==> src/rtl/ux607_qspi_icb_arb_if.sv <==
// ICB command/response bundle shared by the QSPI arbiter's requester and slave sides.
interface ux607_qspi_icb_arb_if #(
    parameter int AW = 32
);
    logic          cmd_valid;
    logic          cmd_ready;
    logic [AW-1:0] cmd_addr;
    logic          cmd_read;
    logic [31:0]   cmd_wdata;
    logic          rsp_valid;
    logic          rsp_ready;
    logic [31:0]   rsp_rdata;

    modport master (
        output cmd_valid, cmd_addr, cmd_read, cmd_wdata, rsp_ready,
        input  cmd_ready, rsp_valid, rsp_rdata
    );

    modport slave (
        input  cmd_valid, cmd_addr, cmd_read, cmd_wdata, rsp_ready,
        output cmd_ready, rsp_valid, rsp_rdata
    );
endinterface

==> src/rtl/ux607_qspi_icb_arb.sv <==
// 2:1 round-robin ICB arbiter in front of the QSPI controller slave port,
// with grant lock on stalled commands and in-order response routing.

module ux607_qspi_icb_arb_chk (
    input logic clk,
    input logic rst,
    input logic s_rsp_valid,
    input logic fifo_empty
);
    // The QSPI slave must never answer when nothing is outstanding.
    rsp_without_cmd_a: assert property (@(posedge clk) disable iff (rst)
        !(s_rsp_valid && fifo_empty));
endmodule

module ux607_qspi_icb_arb #(
    parameter int AW         = 32,
    parameter int OUTS_DEPTH = 2
) (
    input logic                    clk,
    input logic                    rst,
    ux607_qspi_icb_arb_if.slave    m0,
    ux607_qspi_icb_arb_if.slave    m1,
    ux607_qspi_icb_arb_if.master   s
);
    localparam int IW = (OUTS_DEPTH > 1) ? $clog2(OUTS_DEPTH) : 1;
    localparam int PW = IW + 1;
    localparam int FE = 2 ** IW;

    typedef logic [PW-1:0] ptr_t;

    typedef enum logic [0:0] {
        ARB_OPEN   = 1'b0,
        ARB_LOCKED = 1'b1
    } arb_state_t;

    arb_state_t state_q, state_d;
    logic       locked_id_q, locked_id_d;
    logic       rr_ptr_q, rr_ptr_d;
    ptr_t       wptr_q, wptr_d;
    ptr_t       rptr_q, rptr_d;
    logic       fifo_q [0:FE-1];
    logic       fifo_d [0:FE-1];
    logic       live_q, live_d;

    ptr_t          occ_s;
    logic          fifo_full_s;
    logic          fifo_empty_s;
    logic          grant_s;
    logic          gnt_valid_s;
    logic          cmd_ready_s;
    logic          cmd_hs_s;
    logic          head_s;
    logic          head_ready_s;
    logic          rsp_ok_s;
    logic          rsp_hs_s;
    logic [AW-1:0] cmd_addr_s;
    logic          cmd_read_s;
    logic [31:0]   cmd_wdata_s;

    assign occ_s        = wptr_q - rptr_q;
    assign fifo_full_s  = (occ_s == PW'(OUTS_DEPTH));
    assign fifo_empty_s = (wptr_q == rptr_q);

    // Grant selection from registered lock/pointer state and current valids.
    always_comb begin
        grant_s = rr_ptr_q;
        if (state_q == ARB_LOCKED) begin
            grant_s = locked_id_q;
        end else if (m0.cmd_valid && !m1.cmd_valid) begin
            grant_s = 1'b0;
        end else if (m1.cmd_valid && !m0.cmd_valid) begin
            grant_s = 1'b1;
        end else begin
            grant_s = rr_ptr_q;
        end
    end

    // Command mux toward the QSPI slave.
    always_comb begin
        gnt_valid_s = 1'b0;
        cmd_addr_s  = m0.cmd_addr;
        cmd_read_s  = m0.cmd_read;
        cmd_wdata_s = m0.cmd_wdata;
        if (grant_s) begin
            gnt_valid_s = m1.cmd_valid;
            cmd_addr_s  = m1.cmd_addr;
            cmd_read_s  = m1.cmd_read;
            cmd_wdata_s = m1.cmd_wdata;
        end else begin
            gnt_valid_s = m0.cmd_valid;
            cmd_addr_s  = m0.cmd_addr;
            cmd_read_s  = m0.cmd_read;
            cmd_wdata_s = m0.cmd_wdata;
        end
    end

    // live_q holds every handshake output low for the first cycle after reset.
    assign s.cmd_valid  = live_q & ~fifo_full_s & gnt_valid_s;
    assign s.cmd_addr   = cmd_addr_s;
    assign s.cmd_read   = cmd_read_s;
    assign s.cmd_wdata  = cmd_wdata_s;
    assign cmd_ready_s  = live_q & ~fifo_full_s & s.cmd_ready;
    assign m0.cmd_ready = cmd_ready_s & ~grant_s;
    assign m1.cmd_ready = cmd_ready_s & grant_s;
    assign cmd_hs_s     = s.cmd_valid & s.cmd_ready;

    // Response routing follows the requester id at the FIFO head.
    always_comb begin
        head_s       = fifo_q[rptr_q[IW-1:0]];
        head_ready_s = 1'b0;
        if (head_s) begin
            head_ready_s = m1.rsp_ready;
        end else begin
            head_ready_s = m0.rsp_ready;
        end
    end

    assign rsp_ok_s     = live_q & ~fifo_empty_s;
    assign m0.rsp_valid = rsp_ok_s & s.rsp_valid & ~head_s;
    assign m1.rsp_valid = rsp_ok_s & s.rsp_valid & head_s;
    assign s.rsp_ready  = rsp_ok_s & head_ready_s;
    assign m0.rsp_rdata = s.rsp_rdata;
    assign m1.rsp_rdata = s.rsp_rdata;
    assign rsp_hs_s     = s.rsp_valid & s.rsp_ready;

    // Next-state: lock FSM, round-robin pointer and outstanding-id FIFO.
    always_comb begin
        state_d     = state_q;
        locked_id_d = locked_id_q;
        rr_ptr_d    = rr_ptr_q;
        wptr_d      = wptr_q;
        rptr_d      = rptr_q;
        fifo_d      = fifo_q;
        live_d      = 1'b1;

        case (state_q)
            ARB_OPEN: begin
                if (s.cmd_valid && !s.cmd_ready) begin
                    state_d     = ARB_LOCKED;
                    locked_id_d = grant_s;
                end else begin
                    state_d     = ARB_OPEN;
                end
            end
            ARB_LOCKED: begin
                if (cmd_hs_s) begin
                    state_d = ARB_OPEN;
                end else begin
                    state_d = ARB_LOCKED;
                end
            end
            default: begin
                state_d = ARB_OPEN;
            end
        endcase

        if (cmd_hs_s) begin
            rr_ptr_d                  = ~grant_s;
            wptr_d                    = wptr_q + PW'(1);
            fifo_d[wptr_q[IW-1:0]]    = grant_s;
        end else begin
            rr_ptr_d = rr_ptr_q;
        end

        if (rsp_hs_s) begin
            rptr_d = rptr_q + PW'(1);
        end else begin
            rptr_d = rptr_q;
        end
    end

    // State registers with synchronous reset.
    always_ff @(posedge clk) begin
        if (rst) begin
            state_q     <= ARB_OPEN;
            locked_id_q <= 1'b0;
            rr_ptr_q    <= 1'b0;
            wptr_q      <= '0;
            rptr_q      <= '0;
            fifo_q      <= '{default: 1'b0};
            live_q      <= 1'b0;
        end else begin
            state_q     <= state_d;
            locked_id_q <= locked_id_d;
            rr_ptr_q    <= rr_ptr_d;
            wptr_q      <= wptr_d;
            rptr_q      <= rptr_d;
            fifo_q      <= fifo_d;
            live_q      <= live_d;
        end
    end

    ux607_qspi_icb_arb_chk u_chk (
        .clk         (clk),
        .rst         (rst),
        .s_rsp_valid (s.rsp_valid),
        .fifo_empty  (fifo_empty_s)
    );
endmodule

==> src/flat_wrapper.sv <==
// flat-port wrapper written by rule: the top's interface ports become plain ports
module ux607_qspi_icb_arb_flat 
#(
    parameter int AW         = 32,
    parameter int OUTS_DEPTH = 2
)
  (clk, rst, m0_cmd_valid, m0_cmd_addr, m0_cmd_read, m0_cmd_wdata, m0_rsp_ready, m0_cmd_ready, m0_rsp_valid, m0_rsp_rdata, m1_cmd_valid, m1_cmd_addr, m1_cmd_read, m1_cmd_wdata, m1_rsp_ready, m1_cmd_ready, m1_rsp_valid, m1_rsp_rdata, s_cmd_valid, s_cmd_addr, s_cmd_read, s_cmd_wdata, s_rsp_ready, s_cmd_ready, s_rsp_valid, s_rsp_rdata);
  ux607_qspi_icb_arb_if #(.AW(AW)) m0_i ();
  ux607_qspi_icb_arb_if #(.AW(AW)) m1_i ();
  ux607_qspi_icb_arb_if #(.AW(AW)) s_i ();
  input logic clk;
  input logic rst;
  input wire logic [$bits(m0_i.cmd_valid)-1:0] m0_cmd_valid;
  input wire logic [$bits(m0_i.cmd_addr)-1:0] m0_cmd_addr;
  input wire logic [$bits(m0_i.cmd_read)-1:0] m0_cmd_read;
  input wire logic [$bits(m0_i.cmd_wdata)-1:0] m0_cmd_wdata;
  input wire logic [$bits(m0_i.rsp_ready)-1:0] m0_rsp_ready;
  output wire logic [$bits(m0_i.cmd_ready)-1:0] m0_cmd_ready;
  output wire logic [$bits(m0_i.rsp_valid)-1:0] m0_rsp_valid;
  output wire logic [$bits(m0_i.rsp_rdata)-1:0] m0_rsp_rdata;
  input wire logic [$bits(m1_i.cmd_valid)-1:0] m1_cmd_valid;
  input wire logic [$bits(m1_i.cmd_addr)-1:0] m1_cmd_addr;
  input wire logic [$bits(m1_i.cmd_read)-1:0] m1_cmd_read;
  input wire logic [$bits(m1_i.cmd_wdata)-1:0] m1_cmd_wdata;
  input wire logic [$bits(m1_i.rsp_ready)-1:0] m1_rsp_ready;
  output wire logic [$bits(m1_i.cmd_ready)-1:0] m1_cmd_ready;
  output wire logic [$bits(m1_i.rsp_valid)-1:0] m1_rsp_valid;
  output wire logic [$bits(m1_i.rsp_rdata)-1:0] m1_rsp_rdata;
  output wire logic [$bits(s_i.cmd_valid)-1:0] s_cmd_valid;
  output wire logic [$bits(s_i.cmd_addr)-1:0] s_cmd_addr;
  output wire logic [$bits(s_i.cmd_read)-1:0] s_cmd_read;
  output wire logic [$bits(s_i.cmd_wdata)-1:0] s_cmd_wdata;
  output wire logic [$bits(s_i.rsp_ready)-1:0] s_rsp_ready;
  input wire logic [$bits(s_i.cmd_ready)-1:0] s_cmd_ready;
  input wire logic [$bits(s_i.rsp_valid)-1:0] s_rsp_valid;
  input wire logic [$bits(s_i.rsp_rdata)-1:0] s_rsp_rdata;
  assign m0_i.cmd_valid = m0_cmd_valid;
  assign m0_i.cmd_addr = m0_cmd_addr;
  assign m0_i.cmd_read = m0_cmd_read;
  assign m0_i.cmd_wdata = m0_cmd_wdata;
  assign m0_i.rsp_ready = m0_rsp_ready;
  assign m0_cmd_ready = m0_i.cmd_ready;
  assign m0_rsp_valid = m0_i.rsp_valid;
  assign m0_rsp_rdata = m0_i.rsp_rdata;
  assign m1_i.cmd_valid = m1_cmd_valid;
  assign m1_i.cmd_addr = m1_cmd_addr;
  assign m1_i.cmd_read = m1_cmd_read;
  assign m1_i.cmd_wdata = m1_cmd_wdata;
  assign m1_i.rsp_ready = m1_rsp_ready;
  assign m1_cmd_ready = m1_i.cmd_ready;
  assign m1_rsp_valid = m1_i.rsp_valid;
  assign m1_rsp_rdata = m1_i.rsp_rdata;
  assign s_cmd_valid = s_i.cmd_valid;
  assign s_cmd_addr = s_i.cmd_addr;
  assign s_cmd_read = s_i.cmd_read;
  assign s_cmd_wdata = s_i.cmd_wdata;
  assign s_rsp_ready = s_i.rsp_ready;
  assign s_i.cmd_ready = s_cmd_ready;
  assign s_i.rsp_valid = s_rsp_valid;
  assign s_i.rsp_rdata = s_rsp_rdata;
  ux607_qspi_icb_arb #(.AW(AW), .OUTS_DEPTH(OUTS_DEPTH)) u_core (.clk(clk), .rst(rst), .m0(m0_i), .m1(m1_i), .s(s_i));
endmodule
==> config.mk <==
export PLATFORM = sky130hd
export DESIGN_NAME = ux607_qspi_icb_arb_flat
export DESIGN_NICKNAME = d
export VERILOG_FILES = /design/src/rtl/ux607_qspi_icb_arb_if.sv /design/src/rtl/ux607_qspi_icb_arb.sv /design/src/flat_wrapper.sv
export SDC_FILE = /design/constraint.sdc
export NUM_CORES = 1
export LEC_CHECK = 0
export CAP_MARGIN = 40
export CORE_AREA = 10 10 111 113
export CTS_CLUSTER_SIZE = 40
export DETAILED_ROUTE_END_ITERATION = 12
export DIE_AREA = 0 0 121 123
export PLACE_DENSITY = 0.78
export SYNTH_ARGS = -nofsm -noshare
export SYNTH_HDL_FRONTEND = slang
export SYNTH_SLANG_ARGS = --single-unit
export TNS_END_PERCENT = 10
==> constraint.sdc <==
create_clock -name clk -period 1.6 [get_ports clk]
set_input_delay 0.24 -clock clk [delete_from_list [all_inputs] [get_ports clk]]
set_output_delay 0.24 -clock clk [all_outputs]
set_load 0.02 [all_outputs]
# After elaboration in Yosys (flattened, before gate mapping)

Cells that the tools add are included.

Add/subtract/negate cells: 3
$mul: 0
Div/mod/pow operators: 0
Order comparisons: 3
Equality and inequality tests: 2
Shift-type cells: 0
Mux-type cells: 18
Bitwise gates (word level): 19
Reductions and logical operators: 8

Operator list:

| operator                                                             | number |
|---|---|
| 32-bit two-way mux                                                   | 2 |
| 1-bit two-way mux                                                    | 13 |
| 1-bit AND                                                            | 12 |
| 1-bit inverter                                                       | 5 |
| 2-bit by 1-bit adder with 2-bit output, second input constant        | 2 |
| 2-bit >= comparator, second input constant                           | 2 |
| 1-bit logical AND                                                    | 4 |
| 1-bit inverter with 2-bit output                                     | 2 |
| 1-bit logical NOT                                                    | 3 |
| 2-bit bitwise mux                                                    | 1 |
| 2-bit equality test                                                  | 1 |
| 2-bit equality test, second input constant                           | 1 |
| 2-bit by 1-bit < comparator with 1-bit output, second input constant | 1 |
| 1-bit one-hot mux with 2 select lines                                | 1 |
| 2-bit AND reduction                                                  | 1 |
| 2-bit subtractor                                                     | 1 |
| 1-bit demux with 1-bit select                                        | 1 |

Flip-flop bits (word level): 10
Latch bits: 0
RAM bits: 0
ROM bits: 0
Input bits: 170
Output and inout port bits: 135
Logic and storage cells: 61
Memories kept: 0

# Logic depth before layout (Yosys ltp)

Gate-level depths: netlist (run 1).

Word-level depth: 10
Depth in mapped cells: 6
Mapped depth without buffers: 4

# Worst setup path before layout (run 1)

No wires, ideal clock.

Kind: flip-flop to output port
From: register u_core.rr_ptr_q
To: output port s_cmd_wdata[14]
Data arrival time: 1.467 ns
Data required time: 1.360 ns
Setup slack: -0.107 ns
Cell stages (with the launch flop): 6
Buffers on the path: 2
Cell sequence: dfxtp_1 > a21boi_1 > o31ai_4 > buf_6 > buf_6 > mux2_2

Word-level cells in the longest chain between the ends: 4

Ends and longest elaborated chain:

| item                   | line                      | source |
|---|---|---|
| start, declared        | ux607_qspi_icb_arb.sv:38  | `logic rr_ptr_q, rr_ptr_d;` |
| start signal, assigned | ux607_qspi_icb_arb.sv:185 | `rr_ptr_q <= rr_ptr_d;` |
| 1-bit two-way mux      | ux607_qspi_icb_arb.sv:71  | `end else if (m1.cmd_valid && !m0.cmd_valid) begin` |
| 1-bit two-way mux      | ux607_qspi_icb_arb.sv:69  | `end else if (m0.cmd_valid && !m1.cmd_valid) begin` |
| 1-bit two-way mux      | ux607_qspi_icb_arb.sv:67  | `if (state_q == ARB_LOCKED) begin` |
| 32-bit two-way mux     | ux607_qspi_icb_arb.sv:84  | `if (grant_s) begin` |
| end, declared          | flat_wrapper.sv:32        | `output wire logic [$bits(s_i.cmd_wdata)-1:0] s_cmd_wdata;` |

Every way passes these cells.

# Worst setup path after layout (run 1)

From: register u_core.rr_ptr_q
To: output port s_cmd_addr[3]

Word-level cells in the longest chain between the ends: 4

Ends and longest elaborated chain:

| item               | line                     | source |
|---|---|---|
| 1-bit two-way mux  | ux607_qspi_icb_arb.sv:71 |  |
| 1-bit two-way mux  | ux607_qspi_icb_arb.sv:69 |  |
| 1-bit two-way mux  | ux607_qspi_icb_arb.sv:67 |  |
| 32-bit two-way mux | ux607_qspi_icb_arb.sv:84 |  |
| end, declared      | flat_wrapper.sv:30       | `output wire logic [$bits(s_i.cmd_addr)-1:0] s_cmd_addr;` |

Every way passes these cells.

==> reports/results.ini, run 1 <==
[status]
outcome=finished, violations left
violations=setup timing

[sta]
clock_skew_ps=3.76
min_period_over_period=1.28
fmax_mhz=488
rsz0062_at_grt=yes
hold_viol_final=0
min_period_ps=2050
slew_violations=0
worst_slew_pin_slew_ps=353
slew_headroom=0.764
setup_violations=69
worst_slack_ps=-448

[floorplanning]
initial_utilization=0.183
rows=37
chipHeight_um=123
ios=305
die_area_mm2=0.0149
dieWidth_um=121
core_area_mm2=0.0101

[grt]
grt_pass1_vias=2477
antenna_found_initial=0
grtUsageTotal=0.136
grt-ovfl-total=0
grt_pass1_wl_mm=15.9
grt_max_degree=15

[placement]
placed_cell_area_mm2=0.00373
dp_hpwl_mm=9.14
place.gp.congestion=0.897
port_buffers=208

[layout]
antennaDiodeCount=0
fill_cells=940
fin_area_mm2=0.00428
drive_above_1_share=0.501
nets=542
area_growth_pct=131

[setup_path]
crit_path_end_kind=primary output
arrival_ps=1810
worstSetupStartpointType=flop
path_class=reg -> out
crit_path_max_fanout=7
crit_required_ps=1360

[cts]
cts-root-buf=clkbuf_8
cts_num_sinks=10
clock_path_buffers=2
clkTransAtPathRegs_ps=50
cts_made_buffers=3
cts_tree=built
insertion_delay_ps=240
cts_max_level=1

[power]
power.total_mw=2.41
vdd.ir_drop.worst_uv=386
power_density_mw_per_mm2=563
p_leak_nw=1.85

[synthesis]
synth_ff_type=dfxtp_1
synth-edff-count=0
yosys_warnings=0
yosysUniqueCellTypes=31
synth_seq_cells=10
syn_area_per_cell_um2=9.12
syn-num-nets=373
async_flop_share=0
synth_cells=203
netlist_area_mm2=0.00185
ys_seq_area_frac=0.108

[routing]
drc=0
wl_mm=11.7
ant_nets=0
drt_iter0_drc=90
dr.pass1.iters=4
vias_per_cell=4.26
vias=2159
wl_per_cell_um=23.2

[min_path]
hp-class=in -> out

[run]
maxCapViolations=0

[per-stage QoR]
stage          utilization  setup slack (ps)  instances  hold WS [ps]  TNS [ps]
3_3_place_gp         0.368             -1100        493           446    -71860
2_1_floorplan            -              2.15        203           329         0
4_1_cts              0.394              -526        507           480    -29740
6_report             0.422              -448        507           480    -25400
5_1_grt              0.422              -503        507           480    -29360
3_5_place_dp         0.368             -1120        493           463    -73460
[placed cells by master (no fill, tap or decap), drive strengths merged, types with 5 or more instances in the layout]
cell           instances
clkdlybuf4s50        135
buf                   95
mux2                  66
dfxtp                 10
o21ai                  7
nor2                   7
clkbuf                 7
nand2                  5
a21oi                  5
mux2i                  5
[final timing paths]
check	start	endpoint	slack, ps	cells past startpoint
setup / recovery	u_core.rr_ptr_q	s_cmd_addr[3]	-450	7
hold / removal	s_rsp_rdata[10]	m0_rsp_rdata[10]	480	0
setup reg to reg	u_core.locked_id_q	u_core.wptr_q[1]	90	6
hold reg to reg	u_core.fifo_q[1]	u_core.fifo_q[1]	500	2
[area by class of cell]
class / instances / area (µm²) / share of cell area
multi-input combinational: 118 / 1380 / 0.323
clock buffer: 4 / 55.1 / 0.0129
sequential: 10 / 213 / 0.0497
timing repair buffer: 236 / 2450 / 0.572
tap: 136 / 170 / 0.0398
inverter: 3 / 11.3 / 0.00263
[synthesized netlist by cell type, types with 2 or more instances]
library cell | count | area (µm²)
a21oi_1 | 5 | 25.0
buf_4 | 69 | 518
buf_6 | 2 | 22.5
dfxtp_1 | 10 | 200
inv_1 | 3 | 11.3
mux2_2 | 66 | 743
mux2i_1 | 5 | 50.1
nand2_1 | 5 | 18.8
nor2_1 | 7 | 26.3
nor2b_1 | 2 | 12.5
nor3_1 | 2 | 10.0
o21ai_0 | 6 | 30.0
or3_1 | 3 | 18.8
[flip-flops by register name, summed over array words and instances, names as in the netlist, named ones only]
signal              flops
u_core.rptr_q           2
u_core.rr_ptr_q         1
u_core.live_q           1
u_core.fifo_q           2
u_core.wptr_q           2
u_core.locked_id_q      1
[kinds of logic after synthesis]
family                 count (synthesis)  share of synthesized area
buffers and inverters                 75                      0.300
XOR/XNOR                               3                     0.0182
AO/OA/AOI/OAI                         22                     0.0872
multiplexers                          71                      0.428
flip-flops                            10                      0.108
AND/OR/NAND/NOR                       22                     0.0581
[power by group]
| part | switching [mW] | total [mW] | internal [mW] |
|---|---|---|---|
| Sequential | 0.0213 | 0.285 | 0.263 |
| Combinational | 0.719 | 1.81 | 1.09 |
| Clock | 0.101 | 0.318 | 0.216 |
| Total | 0.841 | 2.41 | 1.57 |
[timing repair]
action,4_1_cts,5_1_grt
hold buffers,0,0
gates resized for setup,395,90
cloned,4,2
pin swaps,1,3
setup endpoints to repair,75,74
setup buffers,7,0
[critical path: stages, from the launching register on]
cell       delay [ps]
dfxtp_4           370
nor2_4             40
o31ai_4           250
buf_6             170
buf_6             120
clkbuf_16         160
mux2_4            310
buf_6             130
[layer usage]
metal,part of all wire,vias up,global-route usage
met1,0.35,1008,0.145
met2,0.53,150,0.243
met4,0.015,0,0.0377
li1,-,984,-
met3,0.10,17,0.0520
met5,0,-,0.00658
Power figures use the tool's default switching activity.
==> run 2: changes to the inputs <==
--- a/config.mk
+++ b/config.mk
@@ -6,11 +6,13 @@
 export NUM_CORES = 1
 export LEC_CHECK = 0
 export CAP_MARGIN = 40
-export CORE_AREA = 10 10 111 113
+export CORE_AREA = 10 10 110 112
 export CTS_CLUSTER_SIZE = 40
 export DETAILED_ROUTE_END_ITERATION = 12
-export DIE_AREA = 0 0 121 123
-export PLACE_DENSITY = 0.78
+export DIE_AREA = 0 0 120 122
+export GPL_TIMING_DRIVEN = 0
+export PLACE_DENSITY = 0.76
+export REMOVE_ABC_BUFFERS = 1
 export SYNTH_ARGS = -nofsm -noshare
 export SYNTH_HDL_FRONTEND = slang
 export SYNTH_SLANG_ARGS = --single-unit
==> constraint.sdc (replaced) <==
create_clock -name clk -period 2.4 [get_ports clk]
set_input_delay 0.36 -clock clk [delete_from_list [all_inputs] [get_ports clk]]
set_output_delay 0.36 -clock clk [all_outputs]
set_load 0.02 [all_outputs]
==> run 2 against run 1 <==
Against the previous run: the flow now finishes without violations; cell count shrank 4.3%; sequential power shrank 34%; non-clock buffer count shrank 21; core utilization shrank 8.1 points; critical path type is now in -> out; largest power group unchanged; highest routed layer unchanged.
==> reports/results.ini, run 2 (same netlist as run 1, synthesis figures left out) <==
[status]
outcome=finished, final reports clean

[floorplanning]
die_area_mm2=0.0146
initial_utilization=0.184
chipHeight_um=122
ios=305
core_area_mm2=0.0100
rows=37
dieWidth_um=120

[cts]
cts_num_sinks=10
insertion_delay_ps=230
cts_max_level=1
cts_made_buffers=3
cts_tree=built
cts-root-buf=clkbuf_8
clkTransAtPathRegs_ps=50
clock_path_buffers=2

[layout]
stdcell_count=485
final_cell_mix=clkdlybuf4s50_1, mux2_2, clkbuf_2
drive_above_1_share=0.415
nets=521
reg_top3=u_core.fifo_q: 2 flops, u_core.rptr_q: 2 flops, u_core.wptr_q: 2 flops
fill_cells=1039
fin_area_mm2=0.00343
antennaDiodeCount=0
final_common_cell=clkdlybuf4s50_1
area_growth_pct=85.0

[routing]
vias=2040
wl_per_cell_um=22.5
ant_nets=0
drt_iter0_drc=48
wl_mm=10.9
drc=0
dr.pass1.iters=4
vias_per_cell=4.21

[grt]
grtUsageTotal=0.137
grt_pass1_vias=2393
antenna_found_initial=0
grt_pass1_wl_mm=15.2
grt_max_degree=21
grt-ovfl-total=0

[setup_path]
critical_path.startpoint=m0_cmd_valid
crit_path_end_kind=primary output
ff2ff_setup_slack_ps=710
worstReg2RegStart=u_core.rptr_q[0]
path_class=in -> out
crit_cells=7
crit_end=s_cmd_addr[0]
cp_cell_sequence=dlygate4sd2_1, a21boi_1, o31ai_4, buf_6, buf_4, mux2_2, dlygate4sd2_1
worst-path-buf-inv=4
crit_path_top_delay_cell=dlygate4sd2_1
reg2regPathDepth=4
cp_common_cell=dlygate4sd2_1
rr_endpoint=u_core.wptr_q[1]
crit_path_max_incr_delay_ps=370
crit_required_ps=2040
arrival_ps=2040
worstSetupStartpointType=primary input
crit_path_max_fanout=6
path_delay_family=buffers and inverters

[min_path]
hp-class=reg -> reg

[power]
vdd.ir_drop.worst_uv=158
p_switching_uw=455
p_sw_frac=0.377
p_leak_nw=1.35
clkPwrFrac=0.140
internal_power_uw=752
pwr-share-comb=0.705
power_density_mw_per_mm2=352
power_frac_seq=0.155

[sta]
clock_skew_ps=0.705
rsz0062_at_grt=yes
min_period_ps=2400
slew_headroom=0.771
setup_violations=0
hold_viol_final=0
worst_slew_pin_slew_ps=341
min_period_over_period=0.998
slew_violations=0
fmax_mhz=417

[placement]
placed_cell_area_mm2=0.00360
place.gp.congestion=0.770
dp_hpwl_mm=9.87
port_buffers=208
place_inst=478

[run]
maxCapViolations=0

[run 2: routing by layer]
layer | routed length (µm) | track usage
met1 | 3850 | 0.147
met2 | 5050 | 0.211
met3 | 1960 | 0.111
met4 | 73 | 0.0121
met5 | 0 | 0.0263
[run 2: worst min path at each step]
stage / cells past startpoint / slack (ps) / endpoint / startpoint
after detailed placement: 2 / 460 / u_core.fifo_q[0] / u_core.fifo_q[0]
after floorplan: 1 / 430 / u_core.locked_id_q / rst
final: 2 / 470 / u_core.fifo_q[0] / u_core.fifo_q[0]
after CTS: 2 / 470 / u_core.fifo_q[0] / u_core.fifo_q[0]
after global routing: 2 / 500 / u_core.fifo_q[1] / u_core.fifo_q[1]
after global placement: 2 / 450 / u_core.fifo_q[0] / u_core.fifo_q[0]
[run 2: metrics by stage]
| stage | utilization | hold slack [ps] | worst slack [ps] | TNS (ps) | power [mW] |
|---|---|---|---|---|---|
| 2_1_floorplan | - | 429 | -727 | -49340 | 0.597 |
| 3_3_place_gp | 0.354 | 446 | -2630 | -173940 | 1.12 |
| 3_5_place_dp | 0.359 | 458 | -1030 | -64720 | 1.14 |
| 4_1_cts | 0.367 | 466 | -31.5 | -381 | 1.27 |
| 5_1_grt | 0.341 | 503 | -81.9 | -351 | 1.28 |
| 6_report | 0.341 | 474 | 4.10 | 0 | 1.21 |
[run 2: repair_timing]
action | in CTS | in global routing
hold buffers | 0 | 0
resized for setup | 130 | 82
endpoints found under the setup margin | 68 | 66
pin swaps | 1 | 0
setup buffers | 4 | 0
endpoints found under the hold margin | 0 | 0
[run 2: power by group through the flow]
stage / registers (mW) / logic [mW] / clock network (mW)
final: 0.187 / 0.851 / 0.169
after global routing: 0.188 / 0.908 / 0.180
after CTS: 0.186 / 0.910 / 0.172
after detailed placement: 0.189 / 0.947 / 0
after global placement: 0.188 / 0.928 / 0
after floorplan: 0.187 / 0.410 / 0
[run 2: final cells by class]
cell class | instances | area [µm²] | area share
tap | 136 | 170 | 0.0497
sequential | 10 | 200 | 0.0584
timing repair buffer | 215 | 1890 | 0.552
clock buffer | 3 | 41.3 | 0.0121
multi-input combinational | 118 | 1110 | 0.324
inverter | 3 | 11.3 | 0.00329
[run 2: worst min-delay path: cells and delay by family (launching register included)]
family           cells  cell delay (ps)
flip-flops           1              310
multiplexers         1               60
AND/OR/NAND/NOR      1               50
==> run 3: changes to the inputs <==
--- a/config.mk
+++ b/config.mk
@@ -10,6 +10,7 @@
 export CTS_CLUSTER_SIZE = 40
 export DETAILED_ROUTE_END_ITERATION = 12
 export DIE_AREA = 0 0 120 122
+export GPL_ROUTABILITY_DRIVEN = 0
 export GPL_TIMING_DRIVEN = 0
 export PLACE_DENSITY = 0.76
 export REMOVE_ABC_BUFFERS = 1
==> results of run 3 <==
The final DEF is identical to that of run 2; final timing and power are the same.
